[src/rtl/ps2_kbd_ctrl.sv]
// PS/2 keyboard front end: byte handshake, E0/F0 prefix folding, status filtering, event FIFO.
// Optional: define PS2_TYPEMATIC_FILTER_EN to suppress repeated make codes of the held key.
`timescale 1ns/1ps
module ps2_kbd_ctrl #(
    parameter int FIFO_AW = 3
) (
    input  logic       clk,
    input  logic       n_res,
    input  logic       ps2_done,
    input  logic [7:0] ps2_out,
    output logic       ps2_ack,
    input  logic       cpu_rd,
    input  logic       cpu_clr,
    output logic [7:0] kbd_code,
    output logic       kbd_ext,
    output logic       kbd_brk,
    output logic       kbd_valid,
    output logic       kbd_ovf,
    output logic       kbd_err
);

    localparam int DEPTH = 1 << FIFO_AW;

    typedef enum logic [1:0] {S_IDLE, S_PROC, S_WAIT} state_t;

    state_t     state, state_nx;
    logic [7:0] byte_r;
    logic       ext_r, brk_r;

    logic [FIFO_AW:0] wr_ptr, rd_ptr;
    logic [9:0]       mem [DEPTH];
    logic [9:0]       head;
    logic             empty, full, do_pop, do_push;

    logic is_proc, is_e0, is_f0, is_err_byte, is_status, event_ok, keep, push_req;

    always_ff @(posedge clk or negedge n_res) begin
        if (!n_res) begin
            state  <= S_IDLE;
            byte_r <= 8'h00;
        end else begin
            state <= state_nx;
            if (state == S_IDLE && ps2_done)
                byte_r <= ps2_out;
        end
    end

    // Ack is decoded from state so an asynchronous reset drops it at once.
    always_comb begin
        state_nx = state;
        ps2_ack  = 1'b0;
        case (state)
            S_IDLE: if (ps2_done) state_nx = S_PROC;
            S_PROC: begin
                ps2_ack  = 1'b1;
                state_nx = S_WAIT;
            end
            S_WAIT: begin
                ps2_ack = 1'b1;
                if (!ps2_done) state_nx = S_IDLE;
            end
            default: state_nx = S_IDLE;
        endcase
    end

    always_comb begin
        is_proc     = (state == S_PROC);
        is_e0       = (byte_r == 8'hE0);
        is_f0       = (byte_r == 8'hF0);
        is_err_byte = (byte_r == 8'h00) || (byte_r == 8'hFF);
        // 0xAA after a prefix is the break code of a real key, not the BAT result.
        is_status   = (byte_r inside {8'hFA, 8'hFE, 8'hEE, 8'hFC}) ||
                      (byte_r == 8'hAA && !ext_r && !brk_r);
        event_ok    = !is_e0 && !is_f0 && !is_err_byte && !is_status;
        push_req    = is_proc && event_ok && keep;
    end

    always_ff @(posedge clk or negedge n_res) begin
        if (!n_res) begin
            ext_r <= 1'b0;
            brk_r <= 1'b0;
        end else if (is_proc) begin
            if (is_e0)
                ext_r <= 1'b1;
            else if (is_f0)
                brk_r <= 1'b1;
            else if (is_err_byte || event_ok) begin
                ext_r <= 1'b0;
                brk_r <= 1'b0;
            end
        end
    end

`ifdef PS2_TYPEMATIC_FILTER_EN
    logic       lm_valid;
    logic [8:0] lm_key;
    logic       lm_hit;

    always_comb begin
        lm_hit = lm_valid && (lm_key == {ext_r, byte_r});
        keep   = brk_r || !lm_hit;
    end

    always_ff @(posedge clk or negedge n_res) begin
        if (!n_res) begin
            lm_valid <= 1'b0;
            lm_key   <= 9'd0;
        end else if (cpu_clr) begin
            lm_valid <= 1'b0;
        end else if (is_proc && event_ok) begin
            if (brk_r) begin
                if (lm_hit) lm_valid <= 1'b0;
            end else if (!lm_hit) begin
                lm_valid <= 1'b1;
                lm_key   <= {ext_r, byte_r};
            end
        end
    end
`else
    assign keep = 1'b1;
`endif

    always_comb begin
        empty   = (wr_ptr == rd_ptr);
        full    = (wr_ptr[FIFO_AW] != rd_ptr[FIFO_AW]) &&
                  (wr_ptr[FIFO_AW-1:0] == rd_ptr[FIFO_AW-1:0]);
        do_pop  = cpu_rd && !empty;
        do_push = push_req && (!full || do_pop) && !cpu_clr;
    end

    always_ff @(posedge clk or negedge n_res) begin
        if (!n_res) begin
            wr_ptr  <= '0;
            rd_ptr  <= '0;
            kbd_ovf <= 1'b0;
            kbd_err <= 1'b0;
        end else if (cpu_clr) begin
            rd_ptr  <= wr_ptr;
            kbd_ovf <= 1'b0;
            kbd_err <= 1'b0;
        end else begin
            if (do_push) wr_ptr <= wr_ptr + 1'b1;
            if (do_pop)  rd_ptr <= rd_ptr + 1'b1;
            if (push_req && full && !do_pop) kbd_ovf <= 1'b1;
            if (is_proc && is_err_byte)      kbd_err <= 1'b1;
        end
    end

    // NOTE: storage has no reset; the pointers alone define which entries are valid.
    always_ff @(posedge clk) begin
        if (do_push)
            mem[wr_ptr[FIFO_AW-1:0]] <= {brk_r, ext_r, byte_r};
    end

    always_comb begin
        head      = mem[rd_ptr[FIFO_AW-1:0]];
        kbd_valid = !empty;
        kbd_code  = empty ? 8'h00 : head[7:0];
        kbd_ext   = empty ? 1'b0  : head[8];
        kbd_brk   = empty ? 1'b0  : head[9];
    end

endmodule

[config.mk]
export PLATFORM = sky130hd
export DESIGN_NAME = ps2_kbd_ctrl
export DESIGN_NICKNAME = d
export VERILOG_FILES = /design/src/rtl/ps2_kbd_ctrl.sv
export SDC_FILE = /design/constraint.sdc
export NUM_CORES = 1
export LEC_CHECK = 0
export ABC_CLOCK_PERIOD_IN_PS = 2850
export CAP_MARGIN = 10
export CORE_AREA = 2 2 98 91
export DETAILED_ROUTE_END_ITERATION = 12
export DIE_AREA = 0 0 100 93
export PLACE_DENSITY_LB_ADDON = 0.08
export SLEW_MARGIN = 20
export SYNTH_ARGS = -nofsm -noshare
export SYNTH_HDL_FRONTEND = slang
export SYNTH_SLANG_ARGS = --single-unit
[constraint.sdc]
create_clock -name clk -period 2.85 [get_ports clk]
set_clock_uncertainty 0.05 [all_clocks]
set_input_delay 0.285 -clock clk [delete_from_list [all_inputs] [get_ports clk]]
set_output_delay 0.285 -clock clk [all_outputs]
set_load 0.05 [all_outputs]
### Word-level counts from Yosys, hierarchy flattened

Memory sizes are Yosys's and may differ from the RTL's.
Cells that the tools add are included.

* add/subtract/negate cells: 2
* equal/unequal tests: 16
* multiplexer cells: 19
* bitwise gates (word level): 2
* reductions and logical operators: 41

Operators with widths (count)
* $eq A8 B8 Y1 const B: 8
* $logic_and A1 B1 Y1: 14
* $mux W1: 13
* $logic_not A1 Y1: 10
* $reduce_bool A2 Y1: 5
* $add A4 B1 Y4 const B: 2
* $logic_not A8 Y1: 1
* $mux W4: 2
* $mux W8: 1
* $ne A2 B2 Y1 const B: 3
* $pmux W2 S3: 1
* $reduce_and A3 Y1: 2
* $eq A4 B4 Y1: 1
* $logic_or A1 B1 Y1: 4
* $mux W2: 2
* $reduce_and A2 Y1: 2
* $reduce_bool A4 Y1: 1
* $eq A3 B3 Y1: 1
* $eq A2 B1 Y1 const B: 1
* $eq A2 B2 Y1 const B: 1
* $logic_not A2 Y1: 1
* $not A1 Y1: 2
* $reduce_or A2 Y1: 1
* $ne A1 B1 Y1: 1

* flip-flop bits (word level): 22
* bits in writable memories: 80
* bits of input ports: 13
* logic and storage cells: 89
* memories kept: 1

Memory list
* mem: depth 8, bits a word 10, read ports 1, clocked after memory_dff 0, wr ports 1, RTL line 31 `logic [9:0] mem [DEPTH];`

### Depth between registers and ports, before layout

Gate-level depths: netlist (run 1).

* depth after elaboration: 11
* gate-level depth with buffers: 6

### Worst setup path after synthesis (run 1)

Ideal clock, no wire load.

* path kind: flip-flop to flip-flop
* from: register byte_r[4]
* to: memory mem[1][0], enable pin
* arrival: 2.496 ns
* required time: 2.392 ns
* setup slack: -0.103 ns
* stages on the path, launching flop included: 6
* buffers on the path: 0
* period minus slack after synthesis: 2.953 ns
* path through: dfrtp_1 > maj3_2 > a22oi_2 > a2bb2oi_2 > nand2_4 > nor4b_1

* word-level cells in the longest chain between the ends: 11
* elaborated cells between the ends (all ways): 26
* those cells by class: eq/ne: 8; mux: 2; reduce/logical: 16

RTL lines
* start: declaration: RTL line 27 `logic [7:0] byte_r;`
* start signal: assignment: RTL line 44 `byte_r <= ps2_out;`
* $eq A8 B8 Y1: RTL line 73 `(byte_r == 8'hAA && !ext_r && !brk_r);`
* $logic_and A1 B1 Y1 (2 in series): RTL line 73
* $logic_or A1 B1 Y1: RTL line 72 `is_status = (byte_r inside {8'hFA, 8'hFE, 8'hEE, 8'hFC}) ||`
* $logic_not A1 Y1: RTL line 74 `event_ok = !is_e0 && !is_f0 && !is_err_byte && !is_status;`
* $logic_and A1 B1 Y1 *: RTL line 74
* $logic_and A1 B1 Y1 *: RTL line 75 `push_req = is_proc && event_ok && keep;`
* $logic_and A1 B1 Y1 * (2 in series): RTL line 128 `do_push = push_req && (!full || do_pop) && !cpu_clr;`
* $mux W1 *: RTL line 151 `if (do_push)`
* $mux W1 (implied by the code) *: RTL line 152 `mem[wr_ptr[FIFO_AW-1:0]] <= {brk_r, ext_r, byte_r};`
* end: declaration: RTL line 31

Mark *: on every way between the ends. The rest lies on a longest branch, timed or not.

### Worst setup path in the final report (run 1)

* from: register rd_ptr[0]
* to: output kbd_code[1]

* word-level cells in the longest chain between the ends: 2
* elaborated cells between the ends (all ways): 3
* those cells by class: eq/ne: 1; mux: 1; memory: 1

RTL lines
* start: declaration: RTL line 30 `logic [FIFO_AW:0] wr_ptr, rd_ptr;`
* start signal: assignment: RTL line 138 `rd_ptr <= wr_ptr;`
* start signal: assignment: RTL line 143 `if (do_pop) rd_ptr <= rd_ptr + 1'b1;`
* $mem_v2 Z8 W10 / $eq A4 B4 Y1 (equally long branches)
* $mux W8 *: RTL line 158 `kbd_code = empty ? 8'h00 : head[7:0];`
* end: declaration: RTL line 14 `output logic [7:0] kbd_code,`

Marked as above.

==> results.toml, run 1 <==
[cts]
cts-resized-gates = 0
clockBufferDepth = 2
htree_levels = 3
cts_tree = "yes"
cts_setup_buffers = 0
cts_hold_buf = 0
cts.sinks = 102
clock_latency_ns = 0.36
root_buffer = "clkbuf_8"
cts_buffers = 9
clk_pin_slew_ns = 0.10

[sta]
setup-tns-final_ns = 0
fmax_mhz = 402
setup_viol = 0
rsz0062_at_grt = "no"
maxSlewViolCount = 0
slew_headroom_pct = 64.1
tightest_slew_ns = 0.539
hold_viol = 0
fin_ws_ns = 0.362
finalCritPeriodShare_pct = 87.3
layout_min_cycle_time_ns = 2.49

[setup_path]
critPathRequiredTime_ns = 2.52
worstPathArrival_ns = 2.15
crit_fanout = 20
rrSetupSlack_ns = 0.43
worstSetupStartpointType = "flip-flop"
r2r-end = "mem[6][3]"
r2r_start = "byte_r[4]"
cp-end-kind = "output pin"
reg2reg_depth = 6
startpoint = "rd_ptr[0]"
path_class = "flip-flop to output pin"

[die]
core_um2 = 8330
start_util_pct = 51.5
io_pins = 27
rows = 32
chipWidth_um = 100
die_area_um2 = 9300
die_y_um = 93

[global_routing]
grt_usage_pct = 19.4
grt_pass1_vias = 2376
overflow = 0
grt_max_degree = 24
grt_pass1_wl_um = 13100
antenna_found_initial = 0

[logic_synthesis]
syn_avg_cell_area_um2 = 17.2
ys_ff_latch = 102
synthCells = 249
synth_cell_types = 41
synth_nets = 268
ys_warn_count = 0
synthTopCellsByArea = "edfxtp_1 (56%), dfrtp_1 (13%), mux4_2 (10%)"
synth_top_cell_area_share_pct = 56.0
syn_area_um2 = 4290
yosysSeqAreaShare_pct = 68.8
yosysTopAreaCell = "edfxtp_1"

[route]
dr.pass1.iters = 4
drc = 0
via_per_inst = 5.75
drtAntennaViolNets = 0
num_vias = 2277
drtIter0Drc = 169
drt_wl_total_um = 7970
wire_per_inst_um = 20.1

[pwr]
p_per_area_nw_per_um2 = 1200
p_leak_uw = 0.00181
swShare_pct = 38.4
p_sw_uw = 2350
seq_power_share_pct = 38.0
pwr-share-clk_pct = 15.5
combPwrFrac_pct = 46.4
ir_drop_v = 0.000619
p_int_uw = 3760

[cells_and_area]
final_common_cell = "edfxtp_1"
area_growth_pct = 18.3
drive_gt1_share_pct = 27.6
nets = 308
n_antenna_cell = 0
layout_common_cells = "edfxtp_1 (80), dfrtp_1 (22), mux4_2 (20), nor2_1 (16), clkdlybuf4s50_1 (15)"
stdcell_count = 396
design_area_um2 = 5080

[run]
cap_viol_max_count = 0

[placement]
post-place-ws_ns = 0.435
dpl-instance-area_um2 = 4860
gp_congestion = 0.779
hpwlAfterDp_um = 5210
port_buffers = 26
placed_cells = 380

[min_path]
hold_path.class = "primary input to async pin"

[run_status]
outcome = "finished clean"
## registers in the layout, summed over array words and instances, names as in the netlist
name     count
mem         80
byte_r       8
rd_ptr       4
wr_ptr       4
state        2
brk_r        1
ext_r        1
kbd_err      1
kbd_ovf      1
## cell type report
class | instances | area [um2]
tap | 102 | 128
clock inverter | 6 | 78.8
sequential | 102 | 2950
inverter | 7 | 26.3
timing repair buffer | 40 | 475
fill | 642 | 3250
clock buffer | 10 | 138
multi-input combinational | 129 | 1280
## through the flow
stage / total power [uW] / utilization (%) / hold slack (ns)
after floorplan: 4060 / - / -0.0606
after global placement: 5190 / 58.4 / 0.443
after detailed placement: 5240 / 58.4 / 0.454
after CTS: 6180 / 61.0 / 0.210
after global routing: 6440 / 61.0 / 0.238
final: 6110 / 61.0 / 0.214
## how the worst max path moves through the flow
| stage | slack, ns | cells after the start | end |
|---|---|---|---|
| 2_1_floorplan | 0.04 | 5 | mem[0][0] |
| 3_3_place_gp | 0.50 | 6 | mem[2][7] |
| 3_5_place_dp | 0.44 | 6 | mem[6][3] |
| 4_1_cts | 0.32 | 5 | kbd_code[1] |
| 6_report | 0.36 | 5 | kbd_code[1] |
| 5_1_grt | 0.20 | 5 | kbd_code[1] |
## power by group through the flow
stage	Combinational (uW)	Sequential, uW	Clock (uW)
floorplan	1830	2230	0
global placement	2850	2340	0
detailed placement	2880	2360	0
CTS	2880	2330	968
global route	3050	2380	1020
finish	2840	2330	950
## cells in the mapped netlist (all sizes together)
cell	number
edfxtp	80
dfrtp	22
mux4	20
nor2	16
mux2i	12
nand2	10
mux2	9
o21ai	9
xnor2	8
inv	7
a21oi	6
clkbuf	6
ha	6
buf	5
nand3	5
nor4b	3
a2bb2oi	2
a31oi	2
and3	2
and4	2
nor3	2
nor3b	2
o211ai	2
or4	2
a22oi	1
maj3	1
nand2b	1
nand4b	1
nor4	1
o2bb2ai	1
or2	1
or3	1
xor2	1
## logic make-up (layout without fill, tap and decap cells)
logic type	count (synthesis)	in the layout	share of synthesized area [%]
buffers and inverters	18	63	1.69
xor gates and xnor gates	9	9	1.84
DFF	102	102	68.8
and+or+nand+nor	49	49	6.30
adders and majority gates	7	7	2.01
AOI/OAI and AO/OA	23	23	3.64
muxes	41	41	15.7
## per-layer routing
| metal | up-vias | share of wire (%) | wire, um | track usage (%) |
|---|---|---|---|---|
| li1 | 1046 | - | - | - |
| met1 | 1179 | 48 | 3800 | 27.8 |
| met2 | 46 | 48 | 3800 | 30.6 |
| met3 | 6 | 3.7 | 295 | 4.56 |
| met4 | 0 | 0.92 | 73 | 4.45 |
| met5 | - | 0 | 0 | 0 |
## critical path, stage by stage (launching register included)
cell	delay, ns
dfrtp_1	0.51
buf_12	0.24
mux4_2	0.52
mux2i_1	0.22
nor2_1	0.10
buf_12	0.18
No activity file was read; power rests on OpenSTA's default activity.
==> run 2, diff against run 1 <==
Settings changed: SKIP_LAST_GASP from default to 1.
==> results of run 2 <==
Same layout as run 1: the final DEF is identical, and so are final timing and power.
==> run 3, diff against run 2 <==
Settings changed: CORE_AREA 2 2 98 91 to 2 2 120 75, DIE_AREA 0 0 100 93 to 0 0 122 77.
==> run 3 against run 2 <==
Global-route usage about the same. Critical path depth increased by 1. Count of clock-buffer cells in the layout increased by 1. Sequential share of layout area decreased by 0.78 points. Sequential power about the same. Die area increased by 1.0%. Non-clock buffer count increased by 2. First-iteration DRC count increased by 25%. Critical path type is now flip-flop to flip-flop.
==> results.toml, run 3 (synthesized netlist as in run 1, its figures left out) <==
[cells_and_area]
area_growth_pct = 19.9
n_antenna_cell = 0
final_common_cell = "edfxtp_1"
stdcell_count = 408
layout_common_cells = "edfxtp_1 (80), dfrtp_1 (22), mux4_2 (20), buf_4 (20), nor2_1 (16)"
nets = 310
largest_reg_flops = 80
drive_gt1_share_pct = 27.4
fill_cells = 609

[global_routing]
grt_usage_pct = 19.4
grt_pass1_wl_um = 13000
overflow = 0
grt_max_degree = 24
grt_pass1_vias = 2285
antenna_found_initial = 0

[route]
drtIter0Drc = 211
wire_per_inst_um = 19.5
drt_wl_total_um = 7940
drc = 0
dr.pass1.iters = 4
num_vias = 2228
drtAntennaViolNets = 0
via_per_inst = 5.46

[pwr]
p_sw_uw = 2320
ir_drop_v = 0.000721
pwr-share-clk_pct = 19.8
p_leak_uw = 0.00185
p_per_area_nw_per_um2 = 1220
p_int_uw = 3980
seq_power_share_pct = 36.7
combPwrFrac_pct = 43.5
swShare_pct = 36.8

[die]
die_area_um2 = 9390
rows = 26
chipWidth_um = 122
io_pins = 27
start_util_pct = 51.7
core_um2 = 8300
die_y_um = 77

[sta]
fmax_mhz = 400
tightest_slew_ns = 0.504
slew_headroom_pct = 66.3
fin_hold_ws_ns = 0.245
fin_ws_ns = 0.348
setup-tns-final_ns = 0
hold_viol = 0
rsz0062_at_grt = "no"
maxSlewViolCount = 0
layout_min_cycle_time_ns = 2.50
finalCritPeriodShare_pct = 87.8
setup_viol = 0

[run_status]
outcome = "finished clean"

[setup_path]
crit_fanout = 15
worstSetupStartpointType = "flip-flop"
path_class = "flip-flop to flip-flop"
critPathRequiredTime_ns = 2.84
worstPathArrival_ns = 2.49
cp-end-kind = "flip-flop"

[cts]
clock_latency_ns = 0.34
cts_hold_buf = 0
cts-resized-gates = 0
cts_buffers = 9
cts.sinks = 102
cts_setup_buffers = 0
htree_levels = 3
cts_tree = "yes"
root_buffer = "clkbuf_16"
clk_pin_slew_ns = 0.07
clockBufferDepth = 2

[placement]
gp_congestion = 0.781
hpwlAfterDp_um = 5440
post-place-ws_ns = 0.342
port_buffers = 26
placed_cells = 392

[min_path]
hold_path.class = "primary input to async pin"

[run]
cap_viol_max_count = 0
==> run 3: metal layers <==
| metal | wire length, um | GRT usage [%] | share of wire [%] | vias to the layer above |
|---|---|---|---|---|
| met5 | 0 | 0 | 0 | - |
| met4 | 74 | 4.48 | 0.93 | 0 |
| met3 | 563 | 7.07 | 7.1 | 7 |
| met2 | 3350 | 25.4 | 42 | 73 |
| met1 | 3950 | 30.8 | 50 | 1095 |
| li1 | - | - | - | 1053 |
==> run 3: per-stage QoR <==
step                      util, %  power (uW)  instance area [um2]
after detailed placement     58.3        5130                 4840
after global placement       58.3        5090                 4840
after global routing         62.1        6650                 5150
final                        62.1        6310                 5150
after CTS                    62.1        6380                 5150
after floorplan                 -        4060                 4300
==> run 3: worst paths after layout <==
| path | from | end | slack (ns) | cells after the start |
|---|---|---|---|---|
| setup / recovery | byte_r[4] | mem[6][7] | 0.35 | 6 |
| hold / removal | n_res | rd_ptr[3] | 0.24 | 2 |
| setup reg to reg | byte_r[4] | mem[6][7] | 0.35 | 6 |
| min in group clk | rd_ptr[3] | rd_ptr[3] | 0.46 | 1 |
| max in group asynchronous | n_res | byte_r[1] | 2.26 | 2 |
| hold reg to reg | rd_ptr[3] | rd_ptr[3] | 0.46 | 1 |
==> run 3: area by class of cell <==
class	instances	area, um2	area share [%]
Sequential cell	102	2950	57.4
Multi-Input combinational cell	129	1280	24.9
Timing Repair Buffer	42	440	8.56
Clock buffer	11	233	4.52
Tap cell	112	140	2.72
Clock inverter	5	75.1	1.46
Inverter	7	26.3	0.510
==> run 3: critical path, stage by stage, from the launching register on <==
cell and delay, ns:
dfrtp_1 0.53, maj3_2 0.37, a22oi_2 0.16, a2bb2oi_2 0.37
nand3_1 0.19, nor3b_1 0.26, buf_4 0.25
==> run 3: power by group through the flow <==
stage | Clock (uW) | Sequential (uW) | Combinational, uW
floorplan | 0 | 2230 | 1830
global placement | 0 | 2330 | 2760
detailed placement | 0 | 2350 | 2770
CTS | 1280 | 2320 | 2780
global route | 1340 | 2370 | 2940
finish | 1250 | 2310 | 2740
==> patch 1: new RTL, settings of run 2 <==
The parameter `FIFO_AW` goes from 3 to 2.
--- a/src/rtl/ps2_kbd_ctrl.sv
+++ b/src/rtl/ps2_kbd_ctrl.sv
@@ -3,5 +3,5 @@
 `timescale 1ns/1ps
 module ps2_kbd_ctrl #(
-    parameter int FIFO_AW = 3
+    parameter int FIFO_AW = 2
 ) (
     input  logic       clk,
Check against the original RTL: same outputs for any inputs over 10 cycles, from zero or initial values; that may be too few to reach the edited logic, so the function may still have changed.
==> patch 1 against run 2 <==
  * Final cell count shrank 21%
  * Area after synthesis shrank 38%
  * Register-to-register slack gained 50 ps
  * Sequential cell count shrank 42
  * Worst setup slack gained 120 ps
  * Design area shrank 36%
  * Routed wire length shrank 37%
Power is not shown: default switching activity piles up to over one toggle a cycle in this logic, so the estimate is an artifact.
==> patch 1: results (changes against run 2) <==
- Worst-path fanout max: 10 (was 20)
- Iter 0 DRT Violations: 48 (was 169)
- Synth top area cells: edfxtp_1 (45%), dfrtp_1 (19%), mux4_2 (8.4%) (was edfxtp_1 (56%), dfrtp_1 (13%), mux4_2 (10%))
- Slowest cell on crit path: and2_1 (was mux4_2)
- Layout cells sized above 1: 28.1% (was 27.6%)
- Filler Cell Count: 781 (was 642)
- Status: completed (unchanged)
- Worst-path clk slew: 70 ps (was 100 ps)
- Routed WL per cell: 16.2 µm (was 20.1 µm)
- Global-route wire length before repair: 8310 µm (was 13100 µm)
- Final wirelength: 5040 µm (was 7970 µm)
- CP peak stage delay: 480 ps (was 520 ps)
- WS Path Type: flip-flop to flip-flop (was flip-flop to output pin)
- DR vias: 1484 (was 2277)
- Final estimated routing congestion in global placement: 0.703 (was 0.779)
- Placed Area: 3050 µm² (was 4860 µm²)
- DP Wirelength: 3560 µm (was 5210 µm)
- Dpl ws: 444 ps (was 435 ps)
- Slew headroom: 37.8% (was 64.1%)
- Post-synthesis cell count: 167 (was 249)
- Overall routing resource usage: 12.2% (was 19.4%)
- Synth unique cells: 38 (was 41)
- Worst path arrival time: 2290 ps (was 2150 ps)
- Vias in the first global route: 1624 (was 2376)
- Worst path top cell family by delay: simple AND/OR/NAND/NOR gates (was multiplexers)
- Ys async rst share: 33.3% (was 21.6%)
- Largest register FFs: 40 (was 80)
-- patch 1: cell types whose count changed after synthesis, sizes merged, moves of 4 or more --
cell and change:
mux2i -10, nand2 -4, clkbuf -4, nor2 -13, nor2b +10, xnor2 -5
edfxtp -40, mux4 -10
-- patch 1: logic make-up (layout without fill, tap and decap cells) --
group | count (synthesis) | after routing | synth area share [%]
AO/OA/AOI/OAI | 18 | 18 | 4.40
XOR/XNOR | 6 | 6 | 1.97
adder cells (fa/ha/maj) | 10 | 10 | 4.63
buffers and inverters | 13 | 56 | 2.01
flip-flops | 60 | 60 | 63.7
multiplexers | 21 | 21 | 13.1
AND/OR/NAND/NOR | 39 | 39 | 10.2
-- patch 1: worst register-to-register path, delay by kind of cell (launching register included) --
family,cells,cell delay [ps]
simple gates,3,980
compound gates,1,180
flops,1,470
fa+ha+maj,1,340
-- patch 1: final timing paths --
check	endpoint	slack, ps	depth (start not counted)
worst max-delay path	mem[1][9]	480	5
worst min-delay path	brk_r	430	1
worst max register to register	mem[1][9]	480	5
worst min register to register	kbd_ovf	460	1
max in group asynchronous	byte_r[1]	1750	1
min in group clk	kbd_ovf	460	1
-- patch 1: layer usage --
| metal | wire length, µm | share of wire [%] | vias up | GRT usage [%] |
|---|---|---|---|---|
| li1 | - | - | 701 | - |
| met3 | 192 | 3.8 | 6 | 2.99 |
| met4 | 72 | 1.4 | 0 | 6.16 |
| met1 | 2390 | 47 | 745 | 15.9 |
| met2 | 2390 | 47 | 32 | 19.1 |
| met5 | 0 | 0 | - | 0 |
-- patch 1: cell type report --
cell class,count,area (µm²),share of cell area [%]
inverters,9,33.8,1.03
clock inverters,5,76.3,2.34
multi-input cells,94,917,28.1
flip-flops and latches,60,1700,52.1
well taps,102,128,3.91
repair buffers,31,270,8.27
clock buffers,11,141,4.33
==> patch 2: new RTL, flow settings as in run 2 <==
Made on the original files. Register the output `kbd_err` once more, with the module's reset; this adds one clock of latency there. The other outputs are not delayed to match.
--- a/src/rtl/ps2_kbd_ctrl.sv
+++ b/src/rtl/ps2_kbd_ctrl.sv
@@ -23,4 +23,6 @@
 
     typedef enum logic [1:0] {S_IDLE, S_PROC, S_WAIT} state_t;
+
+    logic kbd_err_s0;
 
     state_t     state, state_nx;
@@ -134,14 +136,14 @@
             rd_ptr  <= '0;
             kbd_ovf <= 1'b0;
-            kbd_err <= 1'b0;
+            kbd_err_s0 <= 1'b0;
         end else if (cpu_clr) begin
             rd_ptr  <= wr_ptr;
             kbd_ovf <= 1'b0;
-            kbd_err <= 1'b0;
+            kbd_err_s0 <= 1'b0;
         end else begin
             if (do_push) wr_ptr <= wr_ptr + 1'b1;
             if (do_pop)  rd_ptr <= rd_ptr + 1'b1;
             if (push_req && full && !do_pop) kbd_ovf <= 1'b1;
-            if (is_proc && is_err_byte)      kbd_err <= 1'b1;
+            if (is_proc && is_err_byte)      kbd_err_s0 <= 1'b1;
         end
     end
@@ -161,4 +163,12 @@
     end
 
+    always_ff @(posedge clk or negedge n_res) begin
+        if (!n_res) begin
+            kbd_err <= '0;
+        end else begin
+            kbd_err <= kbd_err_s0;
+        end
+    end
+
 endmodule
 
Formal check against the unedited RTL: not equivalent (a bounded check fails within 4 cycles, from zero or initial values).
==> patch 2 against run 2 <==
  * Combinational power shrank 15%
  * Total power down 4.2%
  * Global-route usage fell by 0.16 points
  * Sequential share of layout area is 1.4 points higher
  * Routed wire length rose by 3.0%
  * Die area stayed put
  * Area after synthesis rose by 0.32%
  * Sequential cell count grew 1
  * Worst setup slack got worse by 31 ps
  * Design area down 1.6%
  * Maximum frequency down 1.2%
==> patch 2: results (changes against run 2) <==
- Status: completed (unchanged)
- DR vias/cell: 5.70 (was 5.75)
- Worst r2r dst: mem[2][3] (was mem[6][3])
- Ys async rst share: 22.3% (was 21.6%)
- Sw Pwr: 2.27 mW (was 2.35 mW)
- Worst-path fanout max: 23 (was 20)
- Overall routing resource usage: 19.2% (was 19.4%)
- VDD IR max: 672 µV (was 619 µV)
- Post-synthesis sequential area ratio: 69.1% (was 68.8%)
- Lkg Pwr: 1.81 nW (about the same)
- Final estimated routing congestion in global placement: 0.752 (was 0.779)
- DP Wirelength: 5310 µm (was 5210 µm)
- Synth unique cells: 39 (was 41)
- Vias in the first global route: 2236 (was 2376)
- Global-route wire length before repair: 12800 µm (was 13100 µm)
- Reg-to-reg setup timing slack: 480 ps (was 430 ps)
- Nets@finish: 310 (was 308)
- Iter 0 DRT Violations: 117 (was 169)
- Dpl ws: 436 ps (was 435 ps)
- Placed Area: 4740 µm² (was 4860 µm²)
- Slowest cell on crit path: mux4_2 (unchanged)
- Layout cells sized above 1: 27.4% (was 27.6%)
- Final wirelength: 8210 µm (was 7970 µm)
- Synth top area cells: edfxtp_1 (56%), dfrtp_1 (13%), mux4_2 (10%) (unchanged)
- Top cells by count, synth: edfxtp_1 (80), dfrtp_1 (23), mux4_2 (20), nor2_1 (19), mux2i_1 (12) (was edfxtp_1 (80), dfrtp_1 (22), mux4_2 (20), nor2_1 (16), mux2i_1 (12))
- Worst Tran Pin Value: 568 ps (was 539 ps)
- CP peak stage delay: 560 ps (was 520 ps)
patch 2: cell families (layout without fill, tap and decap cells):
group                      after synthesis  in the layout  share of synthesized area [%]
adders and majority gates                7              7                           2.00
buffers and inverters                   18             65                           1.74
AOI/OAI and AO/OA                       18             18                           3.31
xor gates and xnor gates                 9              9                           1.83
DFF                                    103            103                           69.1
muxes                                   41             41                           15.7
and+or+nand+nor                         53             53                           6.28
patch 2: worst reg2reg max path, delay by kind of cell, from the launching register on:
kind	cells	cell delay (ps)
fa+ha+maj	1	370
flops	1	540
simple gates	2	420
buf+inv	1	240
compound gates	2	460
patch 2: power by group through the flow:
stage	logic [mW]	registers (mW)	clock network (mW)
final	2.41	2.34	1.10
after floorplan	1.83	2.24	0
after global placement	2.43	2.37	0
after global routing	2.59	2.39	1.18
after detailed placement	2.45	2.38	0
after CTS	2.46	2.35	1.13
patch 2: metal layers:
layer	vias up	track usage, %	share of wire, %
li1	1051	-	-
met1	1148	28.7	48
met2	57	28.3	46
met3	13	4.04	4.5
met4	0	6.96	1.9
met5	-	0	0
patch 2: layout make-up:
class / instances / area (µm²)
clock buffers: 10 / 138
clock inverters: 6 / 115
fillers: 643 / 3330
well taps: 102 / 128
inverters: 7 / 26.3
flip-flops and latches: 103 / 2980
multi-input cells: 128 / 1260
repair buffers: 42 / 353
patch 2: worst max-delay path by stage:
stage                    from     endpoint  slack (ps)
floorplan           byte_r[4]    mem[0][0]          50
global placement    byte_r[4]    mem[2][7]         460
detailed placement  byte_r[4]    mem[2][8]         440
CTS                 rd_ptr[0]  kbd_code[1]         270
global route        rd_ptr[0]  kbd_code[0]         130
finish              rd_ptr[0]  kbd_code[1]         330
patch 2: per-stage QoR:
step / std cells / hold WS (ps) / util, %
2_1_floorplan: 249 / -60.6 / -
3_3_place_gp: 382 / 318 / 57.0
3_5_place_dp: 382 / 318 / 57.0
4_1_cts: 398 / 216 / 60.0
5_1_grt: 398 / 221 / 60.0
6_report: 398 / 220 / 60.0
